[config.mk]
export PLATFORM = sky130hd
export DESIGN_NAME = dm_arbiter
export DESIGN_NICKNAME = d
export VERILOG_FILES = /design/src/rtl/dm_arbiter_pkg.sv /design/src/rtl/dm_starve_cnt.sv /design/src/rtl/dm_arbiter.sv
export SDC_FILE = /design/constraint.sdc
export NUM_CORES = 1
export LEC_CHECK = 0
export CAP_MARGIN = 20
export CORE_MARGIN = 2
export CORE_UTILIZATION = 37
export CTS_BUF_LIST = sky130_fd_sc_hd__clkbuf_8
export DETAILED_ROUTE_END_ITERATION = 12
export GPL_ROUTABILITY_DRIVEN = 0
export PLACE_DENSITY = 0.85
export SLEW_MARGIN = 20
export SYNTH_ARGS = -nofsm -noshare
export SYNTH_HDL_FRONTEND = slang
export SYNTH_SLANG_ARGS = --single-unit
[constraint.sdc]
create_clock -name clk -period 2.2 [get_ports clk]
set_clock_uncertainty 0.1 [all_clocks]
set_input_delay 0.22 -clock clk [delete_from_list [all_inputs] [get_ports clk]]
set_output_delay 0.22 -clock clk [all_outputs]
set_load 0.01 [all_outputs]
[src/rtl/dm_arbiter_pkg.sv]
// dm_arbiter_pkg: shared encodings and default widths for the data-memory arbiter
package dm_arbiter_pkg;

    localparam int ADDR_W_DEF = 11;
    localparam int DATA_W_DEF = 32;

    localparam logic [1:0] ST_PIPE  = 2'd0;
    localparam logic [1:0] ST_FORCE = 2'd1;
    localparam logic [1:0] ST_LOCK  = 2'd2;

    localparam logic [1:0] OWN_NONE = 2'd0;
    localparam logic [1:0] OWN_P    = 2'd1;
    localparam logic [1:0] OWN_H    = 2'd2;

endpackage

[src/rtl/dm_starve_cnt.sv]
// dm_starve_cnt: saturating count of consecutive cycles the host lost arbitration
module dm_starve_cnt #(
    parameter int MAX = 8
) (
    input  logic clk,
    input  logic rst,
    input  logic clr,
    input  logic inc,
    output logic at_max
);

    localparam logic [7:0] MAX_V = 8'(MAX);

    logic [7:0] cnt;

    // at_max flags the losing cycle that brings the count up to MAX
    assign at_max = inc && (cnt >= MAX_V - 8'd1);

    always_ff @(posedge clk) begin
        if (rst || clr)
            cnt <= '0;
        else if (inc && cnt != MAX_V)
            cnt <= cnt + 8'd1;
    end

endmodule

[src/rtl/dm_arbiter.sv]
// dm_arbiter: shares the single-port data-memory RAM between pipeline and host port
module dm_arbiter
    import dm_arbiter_pkg::*;
#(
    parameter int ADDR_W     = ADDR_W_DEF,
    parameter int DATA_W     = DATA_W_DEF,
    parameter int STARVE_MAX = 8
) (
    input  logic              clk,
    input  logic              rst,
    input  logic              p_req,
    input  logic              p_we,
    input  logic [ADDR_W-1:0] p_addr,
    input  logic [DATA_W-1:0] p_wdata,
    output logic              p_stall,
    output logic              p_rvalid,
    output logic [DATA_W-1:0] p_rdata,
    input  logic              h_req,
    input  logic              h_we,
    input  logic              h_lock,
    input  logic [ADDR_W-1:0] h_addr,
    input  logic [DATA_W-1:0] h_wdata,
    output logic              h_gnt,
    output logic              h_rvalid,
    output logic [DATA_W-1:0] h_rdata,
    output logic              ram_cen,
    output logic              ram_wen,
    output logic              ram_oen,
    output logic [ADDR_W-1:0] ram_a,
    output logic [DATA_W-1:0] ram_d,
    input  logic [DATA_W-1:0] ram_q
);

    logic [1:0]        state_q, state_d;
    logic [1:0]        owner_q, owner_d;
    logic              in_pipe, p_win, h_win, cnt_inc, cnt_clr, at_max;
    logic [DATA_W-1:0] p_hold, h_hold;

    assign in_pipe = state_q == ST_PIPE;
    assign p_win   = !rst && in_pipe && p_req;
    // outside PIPE the host owns the RAM; a dropped h_req leaves it idle
    assign h_win   = !rst && h_req && (in_pipe ? !p_req : 1'b1);
    assign p_stall = !rst && p_req && !p_win;
    assign h_gnt   = h_win;

    assign cnt_inc = in_pipe && h_req && !h_win;
    assign cnt_clr = !cnt_inc;

    dm_starve_cnt #(.MAX(STARVE_MAX)) u_cnt (
        .clk    (clk),
        .rst    (rst),
        .clr    (cnt_clr),
        .inc    (cnt_inc),
        .at_max (at_max)
    );

    always_comb begin
        state_d = in_pipe               ? (at_max ? ST_FORCE : (h_win && h_lock) ? ST_LOCK : ST_PIPE) :
                  state_q == ST_FORCE   ? ((h_req && h_lock) ? ST_LOCK : ST_PIPE) :
                  h_lock                ? ST_LOCK : ST_PIPE;
        owner_d = (p_win && !p_we) ? OWN_P :
                  (h_win && !h_we) ? OWN_H : OWN_NONE;
    end

    assign ram_cen = 1'b0;
    assign ram_wen = !((p_win && p_we) || (h_win && h_we));
    assign ram_oen = !((p_win && !p_we) || (h_win && !h_we));
    assign ram_a   = h_win ? h_addr : p_win ? p_addr : '0;
    assign ram_d   = h_win ? h_wdata : p_win ? p_wdata : '0;

    assign p_rvalid = owner_q == OWN_P;
    assign h_rvalid = owner_q == OWN_H;
    assign p_rdata  = p_rvalid ? ram_q : p_hold;
    assign h_rdata  = h_rvalid ? ram_q : h_hold;

    always_ff @(posedge clk) begin
        if (rst) begin
            state_q <= ST_PIPE;
            owner_q <= OWN_NONE;
            p_hold  <= '0;
            h_hold  <= '0;
        end else begin
            state_q <= state_d;
            owner_q <= owner_d;
            p_hold  <= p_rdata;
            h_hold  <= h_rdata;
        end
    end

endmodule

== After elaboration in Yosys (flattened, before gate mapping) ==
Cells that the tools add are included.

* $add $sub $neg: 1
* Magnitude comparators: 1
* Eq/ne operators: 4
* Mux-type cells: 15
* Reductions and logical operators: 30

{| class="wikitable"
|+ Operators with widths
! operator !! count
|-
| 32-bit two-way mux || 4
|-
| 11-bit two-way mux || 2
|-
| 1-bit logical AND || 16
|-
| 2-bit two-way mux || 7
|-
| 1-bit zero test || 9
|-
| 8-bit by 1-bit adder with 8-bit output (second input constant) || 1
|-
| 8-bit by 3-bit >= comparator with 1-bit output (second input constant) || 1
|-
| 8-bit by 4-bit inequality test with 1-bit output (second input constant) || 1
|-
| 2-bit by 1-bit equality test with 1-bit output (second input constant) || 2
|-
| 1-bit logical OR || 3
|-
| 2-bit equality test (second input constant) || 1
|-
| 2-bit zero test || 1
|-
| 1-bit two-way mux || 2
|-
| 2-bit OR reduction || 1
|}

* Flip-flop bits (word level): 76
* Output and inout port bits: 114

== Depth between registers and ports, before layout ==
* Depth after elaboration: 8
* Depth in mapped cells: 5
* Depth with buffers taken out: 5

== By module ==
From an unflattened synthesis, not the netlist that was laid out.

* Cell total of the unflattened synthesis: 337
* Area total of the unflattened synthesis: 3802.4 µm²

{| class="wikitable"
|+ Modules (own cells, without submodules)
! module !! times used !! cells each !! area each (µm²) !! sequential area each (µm²)
|-
| dm_arbiter || 1 || 286 || 3380.7 || 1361.3
|-
| dm_starve_cnt || 1 || 51 || 421.7 || 160.2
|}

== Worst setup path before layout ==
OpenSTA, ideal clock, no wires.

* Kind: register -> output
* Start: register state_q[1]
* End: output port ram_d[23]
* Arrival time: 1311 ps
* Data required time: 1880 ps
* Slack: 569 ps
* Stages on the path, launching flop included: 5
* Buffers on the path: 1
* Cell sequence: dfxtp_1 > nor2_1 > a21oi_2 > clkbuf_1 > a22o_1

* Elaborated cells on any way between the ends: 7
* Those cells by class: mux: 3; reduce/logical: 4

{| class="wikitable"
|+ RTL lines
! what !! line !! source
|-
| start, declared || dm_arbiter.sv:34 || <nowiki>logic [1:0] state_q, state_d;</nowiki>
|-
| start signal, assigned || dm_arbiter.sv:83 || <nowiki>state_q <= state_d;</nowiki>
|-
| 2-bit zero test || dm_arbiter.sv:39 || <nowiki>assign in_pipe = state_q == ST_PIPE;</nowiki>
|-
| 1-bit two-way mux || dm_arbiter.sv:42 || <nowiki>assign h_win = !rst && h_req && (in_pipe ? !p_req : 1'b1);</nowiki>
|-
| 1-bit logical AND || dm_arbiter.sv:42 ||
|-
| via h_gnt || dm_arbiter.sv:23 || <nowiki>output logic h_gnt,</nowiki>
|-
| 32-bit two-way mux || dm_arbiter.sv:69 || <nowiki>assign ram_d = h_win ? h_wdata : p_win ? p_wdata : '0;</nowiki>
|-
| end, declared || dm_arbiter.sv:30 || <nowiki>output logic [DATA_W-1:0] ram_d,</nowiki>
|}

The timed path passes the listed nets, and every way through them passes these cells.

== Final worst setup path ==
* Start: input port p_req
* End: output port ram_a[3]

* Cells in the longest elaborated chain, start to end: 4
* Elaborated cells on any way between the ends: 6
* Those cells by class: mux: 3; reduce/logical: 3

{| class="wikitable"
|+ Ends and longest elaborated chain
! what !! line !! source
|-
| start, declared || dm_arbiter.sv:11 || <nowiki>input logic p_req,</nowiki>
|-
| 1-bit zero test || dm_arbiter.sv:42 ||
|-
| 1-bit two-way mux || dm_arbiter.sv:42 ||
|-
| 1-bit logical AND || dm_arbiter.sv:42 ||
|-
| 11-bit two-way mux * || dm_arbiter.sv:68 || <nowiki>assign ram_a = h_win ? h_addr : p_win ? p_addr : '0;</nowiki>
|-
| end, declared || dm_arbiter.sv:29 || <nowiki>output logic [ADDR_W-1:0] ram_a,</nowiki>
|}

Mark *: on every way between the ends. The rest lies on a longest branch, timed or not.

==> flow_metrics.tcl <==
set metrics [dict create \
    cts_tree "yes" \
    clk_latency_ps 340 \
    num_antenna_cells 0 \
    drt-initial-drc-count 119 \
    setup_viol 0 \
    fin_ws_ps 52.39 \
    ys_types 32 \
    grt_pass1_vias 3587 \
    routedWlPerCell_um 18.99 \
    yosys_register_bits 76 \
    tightest_slew_ps 671.7 \
    rsz0062_at_grt "true" \
    grt_use_met3_pct 7.039 \
    routed_via_density 5.104 \
    clockBufferDepth 2 \
    die_y_um 101.1 \
    min_from "rst" \
    ios 239 \
    crit_required_ps 1880 \
    post-route-period-util_pct 97.62 \
    status "finished clean" \
    cp.arrival_ps 1830 \
    synthTopCellsByArea "dfxtp_1 (44%), mux2_2 (21%), nor2b_1 (12%), a22o_1 (11%), clkbuf_1 (1.7%)" \
    crit_start "p_req" \
    synth_warnings 0 \
    final_cell_area_um2 6490 \
    slew_violations 0 \
    grt.busiest_layer "met2" \
    postCtsHoldBufs 0 \
    port_buffers 237 \
    first_pass_iters 4 \
    grt_max_degree 66 \
    netlist.area_leader.share_pct 43.58 \
    crit-reg2reg-launch "state_q[1]" \
    drv_cap 0 \
    grtUsageMet2_pct 45.90 \
    routed_wirelength_um 13300 \
    holdWs_ps 36.78 \
    cts_sinks 76 \
    die-area_um2 10230 \
    initial_utilization_pct 37.96 \
    n_fill_cell 721 \
    areaGrowthSynthToFinish_pct 85.91 \
    end_kind "primary output" \
    synth_seq_area_share_pct 43.58 \
    cp-start-kind "input pin" \
    cp_max_fo 25 \
    max-vdd-ir-drop_mv 0.2693 \
    hold_viol_final 0 \
    tritoncts.num_buffers 9 \
    placed_area_um2 6062 \
    critical_path_class "in2out" \
    cts_htree_levels 3 \
    post-route-drc-count 0 \
    grt_usage_pct 24.03 \
    finalCriticalPeriod_ps 2148 \
    p_per_area_nw_per_um2 521.0 \
    synth_area_um2 3491 \
    rows 35 \
    nets 711 \
    use_met1_pct 23.01 \
    syn_inst 330 \
    synth_edf_count 0 \
    yosysTopAreaCell "dfxtp_1" \
    antenna_found_initial 0 \
    maxSlewHeadroom_pct 55.22 \
    grt_pass1_wl_um 18520 \
    grt_overflow 0 \
    synth_adder_area_share_pct 0.7168 \
    die_x_um 101.1 \
    cts-root-buf "clkbuf_8" \
    dr_total_vias 3573 \
    ant_nets 0 \
    synth_compound_area_share_pct 12.11 \
    fmax_mhz 465.6 \
    synthXorXnorAreaFrac_pct 1.004 \
    holdCritPathClass "in2reg" \
    syn_area_per_cell_um2 10.58 \
    design.core.area_um2 9196 \
    synth_top_family_by_area "multiplexers" \
    clkSlewWorstSetupHoldPaths_ps 80 \
    setup_tns_ps 0 \
    dpl_worst_slack_ps -123.2 \
    yosys.area_share.simple_pct 17.89 \
    synth-async-reset-ratio_pct 0 \
    synthFlopType "dfxtp_1" \
    drive_gt1_share_pct 20.37 \
    syn-num-nets 457 \
    p_leak_nw 3.323 \
    synthMuxAreaShare_pct 21.22 \
    place_hpwl_um 9916 \
]
## cell usage after synthesis, types with 2 or more instances
cell	count
a21oi_1	5
nand4b_1	2
nand3_1	7
clkbuf_1	16
nor2b_1	67
mux2_2	64
nand2b_1	4
nor3b_1	2
nor2_1	8
xnor2_1	3
ha_1	2
mux2i_1	2
buf_2	7
inv_1	3
nor3_1	2
a22o_1	43
dfxtp_1	76
nand2_1	3
## layout by cell type, fill, tap and decap left out, drive strengths merged, types with 3 or more instances in the layout
| master | netlist | routed |
|---|---|---|
| a21oi | 6 | 6 |
| nor2 | 8 | 8 |
| dfxtp | 76 | 76 |
| nand2 | 3 | 3 |
| nand2b | 4 | 4 |
| nand3 | 7 | 7 |
| xnor2 | 3 | 3 |
| dlygate4sd2 | 0 | 81 |
| a22o | 43 | 43 |
| clkdlybuf4s50 | 0 | 127 |
| inv | 3 | 4 |
| clkdlybuf4s15 | 0 | 3 |
| clkbuf | 16 | 11 |
| dlymetal6s2s | 0 | 25 |
| nor2b | 67 | 67 |
| buf | 9 | 30 |
| mux2 | 64 | 64 |
## stage by stage
step | total power (W) | instances | utilization [%]
3_3_place_gp | 0.002240 | 666 | 65.92
3_5_place_dp | 0.002253 | 666 | 65.92
4_1_cts | 0.003387 | 687 | 68.30
6_report | 0.003381 | 700 | 70.57
5_1_grt | 0.003515 | 700 | 70.57
2_1_floorplan | 0.001726 | 330 | -
## critical path, cell delays in order
cell	delay [ps]
clkdlybuf4s50_1	450
buf_4	160
a21oi_4	180
buf_4	180
buf_12	160
a22o_1	180
dlygate4sd2_1	290
## final timing paths
path              slack, ps  depth (start not counted)      endpoint
hold reg to reg         430                          2  u_cnt.cnt[5]
setup / recovery         50                          7      ram_a[3]
setup reg to reg        510                          6    state_q[0]
hold / removal           40                          2    state_q[1]
## flip-flops by register name, summed over array words and instances (netlist names)
name and cells:
h_hold 32, owner_q 2, p_hold 32, state_q 2
u_cnt.cnt 8
## timing repair
item,in CTS,in global routing
gates cloned,2,2
resized for setup,96,34
pin swaps,0,2
setup endpoints to repair,106,28
setup buffers,3,11
hold endpoints to repair,0,0
## final cells by class
class	count	area, um^2	area share (%)
sequential	76	1525	23.50
timing repair buffer	268	2698	41.57
clock inverter	6	88.84	1.369
inverter	3	11.26	0.1735
multi-input combinational	226	1891	29.13
clock buffer	10	137.6	2.121
tap	111	138.9	2.140
## cells by family after synthesis
group / Yosys count
fa+ha+maj: 2
flops: 76
simple gates: 102
buf+inv: 28
xor+xnor: 4
compound gates: 51
other cells: 1
mux: 66
## per-layer routing
layer  vias up  wire (um)
li1       1669          -
met1      1698       4621
met2       171       7271
met3        35        876
met4         0        526
met5         -          0
## where the power goes
group | total (W) | switching [W] | internal (W)
Clock | 0.00118 | 0.000515 | 0.000670
Combinational | 0.000776 | 0.000299 | 0.000478
Sequential | 0.00142 | 0.0000108 | 0.00141
Total | 0.00338 | 0.000824 | 0.00256
Note: power is estimated with default switching activity, not from simulation.
